--- config.mk ---
export PLATFORM = sky130hd
export DESIGN_NAME = freq_gate_ctrl
export DESIGN_NICKNAME = d
export VERILOG_FILES = /design/src/rtl/freq_gate_ctrl.sv
export SDC_FILE = /design/constraint.sdc
export NUM_CORES = 1
export LEC_CHECK = 0
export ABC_CLOCK_PERIOD_IN_PS = 4310
export BUFFER_PORTS_ARGS = -buffer_cell sky130_fd_sc_hd__buf_2
export CAP_MARGIN = 20
export CORE_MARGIN = 4
export CORE_UTILIZATION = 40
export DETAILED_ROUTE_END_ITERATION = 7
export PLACE_DENSITY = 0.67
export SKIP_LAST_GASP = 1
export SLEW_MARGIN = 10
export SYNTH_ARGS = -nofsm -noshare
export SYNTH_HDL_FRONTEND = slang
export SYNTH_SLANG_ARGS = --single-unit
export TNS_END_PERCENT = 5
--- constraint.sdc ---
create_clock -name clk -period 4.31 [get_ports clk]
set_clock_uncertainty 0.05 [all_clocks]
set_input_delay 0.2155 -clock clk [delete_from_list [all_inputs] [get_ports clk]]
set_output_delay 0.2155 -clock clk [all_outputs]
set_load 0.01 [all_outputs]
--- src/rtl/freq_gate_ctrl.sv ---
// Gate-window frequency counter: counts synchronized rising edges of an async input
// over a programmable number of clk cycles and publishes the result via valid/ack.
module freq_gate_ctrl #(
  parameter int CNT_W       = 40,
  parameter int GATE_W      = 32,
  parameter int SYNC_STAGES = 2
) (
  input  logic              clk,
  input  logic              rst,
  input  logic              input_signal,
  input  logic              start,
  input  logic              continuous,
  input  logic              abort,
  input  logic [GATE_W-1:0] gate_len,
  output logic              period,
  output logic              busy,
  output logic [CNT_W-1:0]  counter_out,
  output logic              count_valid,
  input  logic              count_ack,
  output logic              overflow,
  output logic              overrun,
  output logic              cfg_err
);

  localparam logic [CNT_W-1:0]  CNT_ONE  = {{(CNT_W-1){1'b0}}, 1'b1};
  localparam logic [CNT_W-1:0]  CNT_MAX  = {CNT_W{1'b1}};
  localparam logic [GATE_W-1:0] GATE_ONE = {{(GATE_W-1){1'b0}}, 1'b1};

  typedef enum logic [1:0] {S_IDLE, S_GATE, S_GAP} state_t;

  state_t                  r_state;
  logic [SYNC_STAGES-1:0]  r_sync;
  logic                    r_syncPrev;
  logic [GATE_W-1:0]       r_lenQ;
  logic [GATE_W-1:0]       r_gateCnt;
  logic [CNT_W-1:0]        r_edgeCnt;
  logic                    r_period;
  logic                    r_busy;
  logic [CNT_W-1:0]        r_counterOut;
  logic                    r_countValid;
  logic                    r_overflow;
  logic                    r_overrun;
  logic                    r_cfgErr;

  logic                    w_edge;
  logic [CNT_W-1:0]        w_edgeNext;

  always_ff @(posedge clk or posedge rst) begin
    if (rst) begin
      r_sync     <= '0;
      r_syncPrev <= 1'b0;
    end else begin
      r_sync     <= {r_sync[SYNC_STAGES-2:0], input_signal};
      r_syncPrev <= r_sync[SYNC_STAGES-1];
    end
  end

  // Saturating edge count including an edge arriving in the current cycle.
  always_comb begin
    w_edge     = r_sync[SYNC_STAGES-1] & ~r_syncPrev;
    w_edgeNext = r_edgeCnt;
    if (w_edge && (r_edgeCnt != CNT_MAX)) begin
      w_edgeNext = r_edgeCnt + CNT_ONE;
    end
  end

  always_ff @(posedge clk or posedge rst) begin
    if (rst) begin
      r_state      <= S_IDLE;
      r_lenQ       <= '0;
      r_gateCnt    <= '0;
      r_edgeCnt    <= '0;
      r_period     <= 1'b0;
      r_busy       <= 1'b0;
      r_counterOut <= '0;
      r_countValid <= 1'b0;
      r_overflow   <= 1'b0;
      r_overrun    <= 1'b0;
      r_cfgErr     <= 1'b0;
    end else begin
      if (count_ack) begin
        r_countValid <= 1'b0;
      end
      case (r_state)
        S_IDLE: begin
          if (start) begin
            if (gate_len == '0) begin
              r_cfgErr <= 1'b1;
            end else begin
              r_lenQ    <= gate_len;
              r_gateCnt <= gate_len - GATE_ONE;
              r_edgeCnt <= '0;
              r_cfgErr  <= 1'b0;
              r_overrun <= 1'b0;
              r_period  <= 1'b1;
              r_busy    <= 1'b1;
              r_state   <= S_GATE;
            end
          end
        end
        S_GATE: begin
          if (abort) begin
            r_period <= 1'b0;
            r_busy   <= 1'b0;
            r_state  <= S_IDLE;
          end else if (r_gateCnt == '0) begin
            // Publish overrides a same-cycle ack; overrun only if the old result was never taken.
            r_counterOut <= w_edgeNext;
            r_overflow   <= (w_edgeNext == CNT_MAX);
            r_countValid <= 1'b1;
            if (r_countValid && !count_ack) begin
              r_overrun <= 1'b1;
            end
            r_period <= 1'b0;
            if (continuous) begin
              r_state <= S_GAP;
            end else begin
              r_busy  <= 1'b0;
              r_state <= S_IDLE;
            end
          end else begin
            r_edgeCnt <= w_edgeNext;
            r_gateCnt <= r_gateCnt - GATE_ONE;
          end
        end
        S_GAP: begin
          if (abort) begin
            r_busy  <= 1'b0;
            r_state <= S_IDLE;
          end else begin
            r_gateCnt <= r_lenQ - GATE_ONE;
            r_edgeCnt <= '0;
            r_period  <= 1'b1;
            r_state   <= S_GATE;
          end
        end
        default: begin
          r_period <= 1'b0;
          r_busy   <= 1'b0;
          r_state  <= S_IDLE;
        end
      endcase
    end
  end

  assign period      = r_period;
  assign busy        = r_busy;
  assign counter_out = r_counterOut;
  assign count_valid = r_countValid;
  assign overflow    = r_overflow;
  assign overrun     = r_overrun;
  assign cfg_err     = r_cfgErr;

endmodule

==> impl_metrics.ini <==
[synth]
syn_nets = 1082
synth_top_family_by_area = simple AND/OR/NAND/NOR gates
ys_seq_area_share_pct = 43.2
synthArstFlopShare_pct = 100
yosysWarnings = 0
synth_cell_types = 70
syn_avg_cell_area_um2 = 8.66
post-synth-top-count-cell = nand2_1
synthTopCellsByArea = dfrtp_1 (43%), nand2_1 (9.8%), o21ai_0 (5.9%)
syn_inst = 1036
ys.flop_type = dfrtp_1
ys_top_cells_by_count = nand2_1 (235), dfrtp_1 (155), o21ai_0 (106)
synthMuxAreaShare_pct = 3.01
synth_edf_count = 0
synth-simple-area-share_pct = 25.8
yosysTopAreaCellShare_pct = 43.2
synth_xor_area_share_pct = 5.17
synth_compound_area_share_pct = 17.5
syn_area_mm2 = 0.00897
yosys.area.top_type = dfrtp_1
yosys_register_bits = 155
yosys.area_share.adder_pct = 0.976

[outcome]
outcome = complete, but fails checks
violations = hold timing

[sta]
fmax_mhz = 299
rsz0062_at_grt = no
fin_crit_sh_pct = 77.5
holdWs_ns = -0.0308
final.setup.tns_ns = 0
drv_slew = 0
fin_ws_ns = 0.971
final-setup-viol-count = 0
slew_headroom_pct = 38.2
tightest_slew_ns = 0.927
finalHoldViolCount = 12
min_period_ns = 3.34

[clocking]
cts_setup_buffers = 0
path_clk_slew_ns = 0.07
cts_tree = yes
cts.sink_count = 155
clk_latency_ns = 0.43
cts-root-buf = clkbuf_16
cts-buffers-inserted = 17
htreeDepth = 4
cts_buffer_depth = 2

[floorplan]
initial_core_util_pct = 40.9
core_region_area_mm2 = 0.0220
die-area_mm2 = 0.0249
fp.dieH_um = 158
rows = 54
dieWidth_um = 158
ios = 85

[setup_path]
reg2reg_to = r_gateCnt[26]$_DFFE_PP0P_
ff2ff_setup_slack_ns = 0.97
crit_path_end_kind = flop
r2r-start = r_state[0]$_DFFE_PP0P_
startpoint = r_state[0]$_DFFE_PP0P_
worstPathRequired_ns = 4.57
arrival_ns = 3.60
critical_path_class = reg -> reg
setup.worst_path.start_class = flop
worstRegToRegCells = 9
cp_max_fo = 33

[placed_design]
place_area_mm2 = 0.00957
place_ws_ns = 0.960
hpwl_um = 17100
place.port_buffers = 84
gp_congestion = 0.855

[job]
max-cap-violations = 0

[finish]
num_antenna_cells = 0
nets = 1170
drive_above_1_share_pct = 15.1
syn2layout_area_growth_pct = 16.7
n_fill_cell = 2101
final_area_mm2 = 0.0105

[route]
via_per_inst = 5.62
drt_wl_total_um = 24400
first_iter_violations = 708
dr.pass1.iters = 5
avgRoutedWirePerCell_um = 17.2
drc = 0
via_count = 7963
ant_nets = 0

[power]
power_mw = 5.91
ir_drop_mv = 0.346
cellPowerDensity_mw_per_mm2 = 564
leakagePower_nw = 4.57
pwr-share-clk_pct = 25.4
seqPwrFrac_pct = 34.6
p_switching_mw = 2.41
power.share.combinational_pct = 40.1
p_int_mw = 3.50
switching_share_pct = 40.7

[global_route]
antenna_found_initial = 0
track_usage_pct = 20.0
grt_max_degree = 156
grt_pass1_wl_um = 40000
grt_pass1_vias = 7537
grt_overflow = 0

[hold_path]
hp-class = in -> async
kinds of logic (layout without fill, tap and decap cells):
family | Yosys count | count (layout)
and+or+nand+nor | 470 | 470
xor gates and xnor gates | 53 | 53
muxes | 25 | 25
DFF | 155 | 155
buffers and inverters | 79 | 180
AOI/OAI and AO/OA | 247 | 247
adders and majority gates | 7 | 7
cell type report:
cell class	instances	area [um2]	share of cell area (%)
timing repair buffer	132	888	8.48
clock buffer	18	439	4.19
inverter	16	63.8	0.609
multi-input combinational	802	4720	45.0
tap	280	350	3.35
sequential	155	3880	37.0
clock inverter	14	134	1.28
placed cells by master, fill, tap and decap left out, drive strengths merged, types with 5 or more instances in the layout:
master | synthesis | routed
nand2 | 236 | 236
dfrtp | 155 | 155
o21ai | 116 | 116
buf | 30 | 99
nor2 | 71 | 71
xnor2 | 38 | 38
a21oi | 35 | 35
dlygate4sd3 | 0 | 33
nor4 | 30 | 30
a22o | 29 | 29
nand4 | 29 | 29
nand3 | 27 | 27
inv | 16 | 23
mux2i | 22 | 22
clkbuf | 33 | 18
nor3 | 18 | 18
and3 | 15 | 15
xor2 | 15 | 15
and2 | 13 | 13
a22oi | 12 | 12
nor2b | 9 | 9
o31ai | 8 | 8
a31oi | 8 | 8
ha | 7 | 7
o22ai | 5 | 5
o41ai | 5 | 5
clkinv | 0 | 5
power by group through the flow:
stage	logic, mW	registers [mW]	clock network (mW)
2_1_floorplan	1.84	1.98	0
3_3_place_gp	2.29	2.05	0
3_5_place_dp	2.34	2.06	0
4_1_cts	2.37	2.04	1.52
5_1_grt	2.65	2.08	1.59
6_report	2.37	2.04	1.50
per-layer routing:
metal  GRT usage, %  part of all wire, %  up-vias
met4           6.19                  2.3        0
li1               -                    -     3826
met3           3.72                  6.3       43
met1           26.8                   43     3812
met2           32.9                   48      282
met5              0                    0        -
repair_timing:
item / CTS / global route
resized for setup: 0 / 0
endpoints found under the hold margin: 33 / 0
hold buffers: 33 / 0
state kept, by name, indices dropped and copies added, names as in the netlist:
signal	cells
period	1
r_state	2
r_edgeCnt	40
cfg_err	1
overflow	1
busy	1
count_valid	1
r_sync	2
counter_out	40
r_lenQ	32
r_gateCnt	32
overrun	1
r_syncPrev	1
through the flow:
step                      instances  utilization [%]
final                          1417             47.7
after global routing           1417             47.7
after CTS                      1417             47.7
after detailed placement       1352             43.6
after global placement         1352             43.6
after floorplan                1036                -
worst max path at each step:
stage	cells past startpoint	endpoint
final	9	r_gateCnt[26]$_DFFE_PP0P_
after global routing	9	r_gateCnt[26]$_DFFE_PP0P_
after CTS	9	r_gateCnt[26]$_DFFE_PP0P_
after detailed placement	9	r_gateCnt[23]$_DFFE_PP0P_
after global placement	9	r_gateCnt[23]$_DFFE_PP0P_
after floorplan	11	r_gateCnt[30]$_DFFE_PP0P_
critical path, stage by stage, from the launching register on:
cell     delay [ns]
dfrtp_1        0.40
inv_1          0.09
ha_2           0.82
a21oi_1        0.29
nor3_2         0.34
nand4_1        0.32
nor3_2         0.49
nand3_1        0.16
xnor2_1        0.17
o21ai_1        0.07
Power figures use the tool's default switching activity.
